<file path="src/rtl/coord_step_ctrl_defs.sv">
// Shared encodings for the coordinate step sequencer: FSM state codes and coordinate width.
`ifndef COORD_STEP_CTRL_DEFS_SV
`define COORD_STEP_CTRL_DEFS_SV

`define CSC_COORD_W  8
`define CSC_ST_IDLE  2'd0
`define CSC_ST_ADD_X 2'd1
`define CSC_ST_ADD_Y 2'd2

`endif

</file>
<file path="src/rtl/coord_step_ctrl_pkg.sv">
// Types, state encoding and small signed helpers shared by the coordinate step sequencer.
`include "coord_step_ctrl_defs.sv"

package coord_step_ctrl_pkg;

    localparam int unsigned COORD_W = `CSC_COORD_W;

    typedef logic signed [COORD_W-1:0] coord_t;

    typedef enum logic [1:0] {
        ST_IDLE  = `CSC_ST_IDLE,
        ST_ADD_X = `CSC_ST_ADD_X,
        ST_ADD_Y = `CSC_ST_ADD_Y
    } state_t;

    // Displacement latched when a step is accepted
    typedef struct packed {
        coord_t dx;
        coord_t dy;
    } step_t;

    function automatic logic in_range(coord_t v, coord_t lo, coord_t hi);
        return (v >= lo) && (v <= hi);
    endfunction

    // Two's-complement overflow: equal operand signs, result sign differs
    function automatic logic add_ovf(coord_t a, coord_t b, coord_t s);
        return (a[COORD_W-1] == b[COORD_W-1]) && (s[COORD_W-1] != a[COORD_W-1]);
    endfunction

endpackage

</file>
<file path="src/rtl/add_coords.sv">
// Shared signed coordinate adder; wraps on overflow, caller detects it.
module add_coords
    import coord_step_ctrl_pkg::*;
(
    input  logic signed [COORD_W-1:0] a,
    input  logic signed [COORD_W-1:0] b,
    output logic signed [COORD_W-1:0] sum_c
);

    assign sum_c = a + b;

endmodule

</file>
<file path="src/rtl/coord_step_ctrl.sv">
// Step/load sequencer for the (x, y) position; one shared adder serves X then Y,
// and the new position commits atomically only when both axes are legal.
module coord_step_ctrl
    import coord_step_ctrl_pkg::*;
#(
    parameter coord_t X_MIN = -8'sd8,
    parameter coord_t X_MAX = 8'sd7,
    parameter coord_t Y_MIN = -8'sd8,
    parameter coord_t Y_MAX = 8'sd7
) (
    input  logic                      clk,
    input  logic                      rst_n,
    input  logic                      step_valid,
    input  logic signed [COORD_W-1:0] step_dx,
    input  logic signed [COORD_W-1:0] step_dy,
    output logic                      step_ready,
    input  logic                      load_valid,
    input  logic signed [COORD_W-1:0] load_x,
    input  logic signed [COORD_W-1:0] load_y,
    output logic signed [COORD_W-1:0] x,
    output logic signed [COORD_W-1:0] y,
    output logic                      done,
    output logic                      oob
);

    state_t state, state_d;
    step_t  step_q, step_d;
    coord_t x_d, y_d, x_nxt, x_nxt_d;
    coord_t add_a, add_b, add_sum;
    logic   ovf_x, ovf_x_d, ovf_y, commit;
    logic   done_d, oob_d;

    assign step_ready = (state == ST_IDLE) && !load_valid;

    add_coords u_add (
        .a     (add_a),
        .b     (add_b),
        .sum_c (add_sum)
    );

    // Adder operand mux: Y operands only in ADD_Y, X operands otherwise
    always_comb begin
        add_a = x;
        add_b = step_q.dx;
        if (state == ST_ADD_Y) begin
            add_a = y;
            add_b = step_q.dy;
        end
    end

    // Next-state and registered-output logic
    always_comb begin
        state_d = state;
        step_d  = step_q;
        x_d     = x;
        y_d     = y;
        x_nxt_d = x_nxt;
        ovf_x_d = ovf_x;
        done_d  = 1'b0;
        oob_d   = 1'b0;
        ovf_y   = 1'b0;
        commit  = 1'b0;
        case (state)
            ST_IDLE: begin
                if (load_valid) begin
                    if (in_range(load_x, X_MIN, X_MAX) && in_range(load_y, Y_MIN, Y_MAX)) begin
                        x_d = load_x;
                        y_d = load_y;
                    end else begin
                        oob_d = 1'b1;
                    end
                end else if (step_valid) begin
                    step_d.dx = step_dx;
                    step_d.dy = step_dy;
                    state_d   = ST_ADD_X;
                end
            end
            ST_ADD_X: begin
                x_nxt_d = add_sum;
                ovf_x_d = add_ovf(add_a, add_b, add_sum);
                state_d = ST_ADD_Y;
            end
            ST_ADD_Y: begin
                ovf_y  = add_ovf(add_a, add_b, add_sum);
                commit = !ovf_x && !ovf_y && in_range(x_nxt, X_MIN, X_MAX)
                         && in_range(add_sum, Y_MIN, Y_MAX);
                if (commit) begin
                    x_d = x_nxt;
                    y_d = add_sum;
                end else begin
                    oob_d = 1'b1;
                end
                done_d  = 1'b1;
                state_d = ST_IDLE;
            end
            default: state_d = ST_IDLE;
        endcase
    end

    always_ff @(posedge clk or negedge rst_n) begin
        if (!rst_n) begin
            state  <= ST_IDLE;
            step_q <= '0;
            x      <= X_MIN;
            y      <= Y_MIN;
            x_nxt  <= '0;
            ovf_x  <= 1'b0;
            done   <= 1'b0;
            oob    <= 1'b0;
        end else begin
            state  <= state_d;
            step_q <= step_d;
            x      <= x_d;
            y      <= y_d;
            x_nxt  <= x_nxt_d;
            ovf_x  <= ovf_x_d;
            done   <= done_d;
            oob    <= oob_d;
        end
    end

endmodule

</file>
<file path="config.mk">
export PLATFORM = sky130hd
export DESIGN_NAME = coord_step_ctrl
export DESIGN_NICKNAME = d
export VERILOG_FILES = /design/src/rtl/coord_step_ctrl_pkg.sv /design/src/rtl/add_coords.sv /design/src/rtl/coord_step_ctrl.sv
export VERILOG_INCLUDE_DIRS = /design/src /design/src/rtl
export SDC_FILE = /design/constraint.sdc
export NUM_CORES = 1
export LEC_CHECK = 0
export ABC_AREA = 1
export ABC_CLOCK_PERIOD_IN_PS = 7600
export CORE_MARGIN = 2
export CORE_UTILIZATION = 55
export DETAILED_ROUTE_END_ITERATION = 16
export HOLD_SLACK_MARGIN = 0.12
export PLACE_DENSITY = 0.9
export SYNTH_ARGS = -nofsm -noshare
export SYNTH_HDL_FRONTEND = slang
export SYNTH_SLANG_ARGS = --single-unit
</file>
<file path="constraint.sdc">
create_clock -name clk -period 7.6 [get_ports clk]
set_input_delay 1.52 -clock clk [delete_from_list [all_inputs] [get_ports clk]]
set_output_delay 1.52 -clock clk [all_outputs]
set_load 0.05 [all_outputs]
</file>
=== After elaboration in Yosys (flattened, before gate mapping) ===
Index checks and enable logic that the tools add are counted.

* Register bits after elaboration: 45
* Logic and storage cells: 64

* Add/subtract/negate cells: 1
* Magnitude comparators: 8
* Eq/ne operators: 9
* Muxes and demuxes: 18
* Bitwise operators: 1
* Reduce and logical (&&, ||, !) cells: 18

{| class="wikitable"
|+ Operators by type and width
! kind !! number
|-
| $mux W8 || 8
|-
| $ge A8 B4 Y1 const B || 4
|-
| $le A8 B4 Y1 const B || 4
|-
| $pmux W8 S2 || 2
|-
| $logic_and A1 B1 Y1 || 10
|-
| $add A8 B8 Y8 || 1
|-
| $ne A2 B2 Y1 const B || 3
|-
| $mux W1 || 4
|-
| $mux W2 || 2
|-
| $ne A2 B1 Y1 const B || 2
|-
| $pmux W2 S2 || 1
|-
| $reduce_and A4 Y1 || 1
|-
| $logic_not A1 Y1 || 3
|-
| $reduce_and A3 Y1 || 1
|-
| $eq A2 B1 Y1 const B || 1
|-
| $eq A2 B2 Y1 const B || 1
|-
| $logic_not A2 Y1 || 1
|-
| $pmux W1 S2 || 1
|-
| $reduce_and A2 Y1 || 1
|-
| $reduce_bool A2 Y1 || 1
|-
| $eq A1 B1 Y1 || 1
|-
| $ne A1 B1 Y1 || 1
|-
| $not A1 Y1 || 1
|}

=== Longest topological paths before layout ===
Gate-level depths: netlist (run 1).

* Word-level depth: 11
* Depth in mapped cells: 25
* Depth with buffers taken out: 23

=== Cells and area by module ===
Synthesis (run 1) repeated with hierarchy kept, for this count alone.

* Cells, all modules: 356
* Area, all modules: 2653.8 um^2

{| class="wikitable"
|+ By module, submodules not included
! module !! times used !! cells an instance !! area an instance (um^2) !! seq. area each (um^2)
|-
| coord_step_ctrl || 1 || 296 || 2292.2 || 1138.6
|-
| add_coords || 1 || 60 || 361.6 || 0.0
|}

=== Least setup slack after synthesis (run 1) ===
Ideal clock, no wire load.

* Path kind: input port to output port
* Start: in load_valid
* End: out step_ready
* Arrival time: 2.611 ns
* Required time: 6.080 ns
* Slack: 3.469 ns
* Cell stages on the path: 1
* Path through: nor3_1

* Cells in the longest elaborated chain, start to end: 2

{| class="wikitable"
|+ Ends and longest elaborated chain
! what !! RTL line !! source
|-
| start: declaration || coord_step_ctrl.sv:17 || <nowiki>input logic load_valid,</nowiki>
|-
| $logic_not A1 Y1 || coord_step_ctrl.sv:33 || <nowiki>assign step_ready = (state == ST_IDLE) && !load_valid;</nowiki>
|-
| $logic_and A1 B1 Y1 || coord_step_ctrl.sv:33 ||
|-
| end: declaration || coord_step_ctrl.sv:16 || <nowiki>output logic step_ready,</nowiki>
|}

Every way passes these cells.

=== Final worst setup path (run 1) ===
Ends and elaborated chain as after synthesis.

==> results.toml, run 1 <==
[outcome]
status = "finished, final reports clean"

[routing]
firstDrtPassIters = 4
via_per_inst = 5.17
remaining_drc_errors = 0
detail-route-antenna-nets = 0
finalWirelength_um = 5670
wl_per_cell_um = 12.2
via_count = 2411
drt_iter0_drc = 169

[critical_path]
path_delay_family = "buffers and inverters"
start_kind = "input pin"
end_kind = "output port"
cp_data_required_time_ps = 6080
critical_path.cell_chain = "clkdlybuf4s50_1 > nor3_1 > clkdlybuf4s50_1"
cp_common_cell = "clkdlybuf4s50_1"
path_max_fanout = 3
crit_slowest_cell = "clkdlybuf4s50_1"
worstSetupPathType = "input pin to output port"
slowest_delay_ps = 850
path_buf_inv = 2
critPathLaunch = "load_valid"
reg2reg_from = "state[1]"
cp.arrival_ps = 3010

[sta]
fmax_ghz = 0.221
slew_headroom_pct = 35.8
finalSetupViolCount = 0
tightest_slew_ps = 963
finalCritPeriodShare_pct = 59.6
rsz0062_at_grt = "false"
min_period_ps = 4530
hold_violations = 0
drv_slew = 0
setup_tns_ps = 0
skew_ps = 10.6

[clock_tree]
cts_tree = "yes"
clock_latency_ps = 300
hold_buffers = 0
clock-sinks = 45
postCtsResizedCells = 0
clk_transition_reported_paths_ps = 80
post_cts_buffers = 0
cts_made_buffers = 5
cts_root_buffer = "clkbuf_8"
cts_htree_levels = 2
clockBufferDepth = 2

[die]
core_um2 = 4410
die_y_um = 72.0
num_io_pins = 55
initial_utilization_pct = 57.7
rows = 24
die_area_um2 = 5190
die_w_um = 72.0

[cells_and_area]
diodes = 0
finalNetCount = 457
drive_above_1_share_pct = 7.25
area_delta_synth_final_pct = 25.0
fin_area_um2 = 3180

[grt]
overflow = 0
grt_max_degree = 46
grt_pass1_vias = 2181
grt_pass1_wl_um = 9560
grt_use_total_pct = 23.4
grt_antenna_before_repair = 0

[power_and_ir_drop]
p_leak_nw = 1.68
peakVddDrop_v = 0.000170
power.share.switching_pct = 43.4
pwr-share-clk_pct = 14.9
power-per-cell-area_nw_per_um2 = 299
power.share.combinational_pct = 47.0
switchingPower_w = 0.000414
seq_power_share_pct = 38.1
intPower_w = 0.000539

[place]
hpwl_um = 4150
globalplace.congestion = 0.806
place_area_um2 = 3100
io_buffers = 54

[synthesis]
ys_seq_elements = 45
yosysSeqAreaShare_pct = 44.7
postSynthAreaPerCell_um2 = 7.05
yosysWarnings = 0
synth_cells = 361
netlist_area_um2 = 2540
synthesis.nets = 405
ys_types = 26

[hold_path]
min_from = "x[5]"
hold_class = "flop to flop"

[job]
drv_cap = 0
registers in the layout, indices dropped and copies added (netlist names):
name / count
done: 1
oob: 1
ovf_x: 1
state: 2
step_q: 16
x: 8
x_nxt: 8
y: 8
cell usage after synthesis:
library cell / number / area (µm²)
nand2_1: 191 / 717
dfstp_2: 10 / 263
clkinv_1: 2 / 7.51
o21ai_2: 1 / 8.76
dfrtp_1: 35 / 876
inv_1: 26 / 97.6
nor2_1: 11 / 41.3
buf_1: 1 / 3.75
fa_1: 1 / 20.0
a21oi_2: 1 / 8.76
nand3_2: 1 / 10.0
inv_2: 2 / 7.51
buf_6: 1 / 11.3
o21ai_0: 20 / 100
buf_2: 1 / 5.00
buf_4: 1 / 7.51
nand2_2: 4 / 25.0
nand2_4: 3 / 33.8
nand3_1: 25 / 125
nor3_1: 4 / 20.0
or2_1: 1 / 6.26
nand4_1: 1 / 6.26
nand3b_1: 3 / 22.5
ha_1: 7 / 87.6
clkbuf_1: 5 / 18.8
a21oi_1: 3 / 15.0
power by group through the flow:
stage	logic (W)	registers, W	clock network, W
2_1_floorplan	0.000225	0.000453	0
3_3_place_gp	0.000430	0.000363	0
3_5_place_dp	0.000445	0.000366	0
4_1_cts	0.000448	0.000362	0.000145
5_1_grt	0.000499	0.000371	0.000154
6_report	0.000448	0.000363	0.000142
stage by stage:
step	instances	worst slack [ps]	power, W	utilization, %	hold WS [ps]
after CTS	466	3070	0.000955	72.1	477
final	466	3070	0.000953	72.1	477
after global placement	458	3080	0.000793	70.2	460
after global routing	466	2940	0.00103	72.1	504
after floorplan	361	3470	0.000678	-	449
after detailed placement	458	3070	0.000811	70.2	464
per-layer routing:
layer	global-route usage, %	wire length [µm]	vias up	part of all wire [%]
li1	-	-	1224	-
met1	30.8	2410	1109	43
met2	40.8	2830	71	50
met3	3.19	362	7	6.4
met4	6.50	69	0	1.2
met5	0	0	-	0
worst paths after layout:
check | endpoint | slack (ps) | cells past startpoint
worst min-delay path | x[5] | 480 | 2
min in group asynchronous | y[1] | 1360 | 1
max in group asynchronous | step_q[11] | 5630 | 1
worst max register to register | y[3] | 3980 | 21
worst max-delay path | step_ready | 3070 | 3
worst min register to register | x[5] | 480 | 2
worst reg2reg max path: stages, from the launching register on:
cell	delay (ps)
dfrtp_1	490
nand2_4	340
clkinv_1	560
nand2_1	180
nand2_1	90
ha_1	200
inv_1	70
fa_1	180
inv_1	60
nand2_1	70
nand2_1	90
nand3_2	100
nand2_1	80
nand2_1	70
nand2_1	60
nor2_1	90
nand3_1	70
nand2_1	70
nand2_2	60
nand2_4	130
nand3_1	290
nand2_1	180
cells in the final DEF, fill, tap and decap left out:
cell type / Yosys / layout
a21oi_1: 3 / 3
a21oi_2: 1 / 1
buf_2: 1 / 1
clkbuf_1: 5 / 1
clkbuf_8: 0 / 5
clkdlybuf4s50_1: 0 / 53
clkinv_1: 2 / 2
clkinv_2: 0 / 2
dfrtp_1: 35 / 35
dfstp_2: 10 / 10
fa_1: 1 / 1
ha_1: 7 / 7
inv_1: 26 / 26
inv_2: 2 / 2
nand2_1: 191 / 191
nand2_2: 4 / 4
nand2_4: 3 / 3
nand3_1: 25 / 25
nand3_2: 1 / 1
nand3b_1: 3 / 3
nand4_1: 1 / 1
nor2_1: 11 / 11
nor3_1: 4 / 4
o21ai_0: 20 / 20
o21ai_2: 1 / 1
or2_1: 1 / 1
area by class of cell:
type / instances / area, µm²
sequential: 45 / 1140
timing repair buffer: 54 / 536
multi-input combinational: 277 / 1250
tap: 52 / 65.1
clock buffer: 6 / 72.6
clock inverter: 2 / 10.0
inverter: 30 / 113
fill: 343 / 1230
cell families after synthesis:
family / synth area share [%]
compound gates: 5.21
fa+ha+maj: 4.23
buf+inv: 6.24
flops: 44.7
simple gates: 39.6
No activity file was read; power rests on OpenSTA's default activity.
==> run 2: changes to the inputs <==
Settings changed: ABC_CLOCK_PERIOD_IN_PS 7600 to 4740, CORE_UTILIZATION 55 to 51, PLACE_DENSITY 0.9 to 0.84.
Clock period 7.6 ns to 4.74 ns, I/O delays scaled along.
==> run 2 against run 1 <==
Effect of this change: combinational power rose by 60%; utilization shrank 4.7 points; global-route usage is 1.1 points lower; setup slack worse by 1800 ps; final cell count is 3.2% higher; register-to-register slack lost 2700 ps; clock skew shrank 4.5 ps; largest power group unchanged.
==> results.toml, run 2 (synthesis results as in run 1) <==
[critical_path]
r2r-end = "y[4]"
path_buf_inv = 3
cp_common_cell = "nand2_1"
critical_path.cell_chain = "nand2_4 > clkinv_1 > nand2_1 > nand2_1 > ha_1 > inv_1 > fa_1 > inv_1 > nand2_1 > nand2_1 > nand3_2 > nand2_1 > nand2_1 > nand2_1 > nor2_1 > nand3_1 > nand2_1 > nand2_2 > nand2_4 > nand3_1 > nand2_1"
slowest_delay_ps = 530
reg2reg_depth = 21
reg2reg_from = "state[1]"
end_kind = "flop"
r2r_slack_ps = 1280
path_max_fanout = 35
worstSetupPathType = "flop to flop"
path_delay_family = "simple AND/OR/NAND/NOR gates"
crit_slowest_cell = "clkinv_1"
cp.arrival_ps = 3690
cp_data_required_time_ps = 4970
start_kind = "flop"

[die]
initial_utilization_pct = 53.5
die_w_um = 74.6
die_area_um2 = 5570
rows = 25
num_io_pins = 55
die_y_um = 74.6
core_um2 = 4750

[grt]
overflow = 0
grt_use_total_pct = 22.3
grt_pass1_wl_um = 9800
grt_antenna_before_repair = 0
grt_max_degree = 46
grt_pass1_vias = 2201

[cells_and_area]
drive_above_1_share_pct = 7.25
top_register = "step_q"
diodes = 0
fin_util_pct = 67.4
fin_area_um2 = 3210
nFillCells = 426
final_common_cell = "nand2_1"
finalNetCount = 457
largest_register_ffs = 16
final_cell_mix = "nand2_1, clkdlybuf4s50_1, dfrtp_1, inv_1, nand3_1"
area_delta_synth_final_pct = 26.0

[sta]
drv_slew = 0
tightest_slew_ps = 958
slew_headroom_pct = 36.1
setup_tns_ps = 0
skew_ps = 6.09
finalSetupViolCount = 0
fmax_ghz = 0.289
min_period_ps = 3460
finalCritPeriodShare_pct = 73.0
hold_ws_ps = 476
rsz0062_at_grt = "false"
hold_violations = 0

[power_and_ir_drop]
peakVddDrop_v = 0.000270
power-per-cell-area_nw_per_um2 = 480
p_leak_nw = 1.68

[hold_path]
holdPathEnd = "y[5]"
min_from = "y[5]"
holdPathStages = 2
hold_class = "flop to flop"

[clock_tree]
cts_made_buffers = 5
clock-sinks = 45
clk_transition_reported_paths_ps = 90
postCtsResizedCells = 0
cts_htree_levels = 2
cts_tree = "yes"
post_cts_buffers = 0
hold_buffers = 0
clock_latency_ps = 300
clockBufferDepth = 2
cts_root_buffer = "clkbuf_8"

[place]
hpwl_um = 4300
globalplace.congestion = 0.867
io_buffers = 54
place_area_um2 = 3120

[routing]
firstDrtPassIters = 4
via_count = 2345
via_per_inst = 4.88
wl_per_cell_um = 11.9
drt_iter0_drc = 167
detail-route-antenna-nets = 0
finalWirelength_um = 5710
remaining_drc_errors = 0

[outcome]
status = "finished, final reports clean"

[job]
drv_cap = 0
run 2: worst max path at each step:
stage | cells after the start | to | slack [ps] | start
after global placement | 3 | step_ready | 1330 | load_valid
after global routing | 18 | y[4] | 900 | state[1]
after detailed placement | 21 | y[6] | 1330 | state[1]
after floorplan | 24 | x[1] | 1660 | state[1]
after CTS | 21 | y[4] | 1310 | state[1]
final | 21 | y[4] | 1280 | state[1]
run 2: final cells by class:
class / instances / area [µm²] / share of cell area (%)
flip-flops and latches: 45 / 1140 / 35.5
inverters: 30 / 113 / 3.51
well taps: 67 / 83.8 / 2.62
clock buffers: 6 / 72.6 / 2.26
multi-input cells: 277 / 1250 / 38.9
repair buffers: 54 / 536 / 16.7
clock inverters: 2 / 15.0 / 0.468
run 2: tightest hold or removal path: stages, from the launching register on:
cell and delay [ps]:
dfstp_2 380, nand2_1 60, nand2_1 40
run 2: power by group:
group / internal [W] / switching [W] / leakage (nW)
sequential: 0.000509 / 0.0000784 / 0.543
clock: 0.000104 / 0.000131 / 0.0374
combinational: 0.000253 / 0.000464 / 1.10
total: 0.000866 / 0.000673 / 1.68
run 2: routing by layer:
| layer | GRT usage (%) | share of wire (%) | up-vias | routed length, µm |
|---|---|---|---|---|
| met5 | 0 | 0 | - | 0 |
| met4 | 5.16 | 0.89 | 0 | 51 |
| met3 | 3.35 | 5.0 | 6 | 283 |
| met2 | 36.0 | 47 | 67 | 2710 |
| met1 | 32.1 | 47 | 1050 | 2660 |
| li1 | - | - | 1222 | - |
run 2: through the flow:
stage	power [W]	std cells	setup slack, ps
2_1_floorplan	0.00109	361	1660
3_3_place_gp	0.00129	473	1330
3_5_place_dp	0.00131	473	1330
4_1_cts	0.00155	481	1310
5_1_grt	0.00166	481	901
6_report	0.00154	481	1280
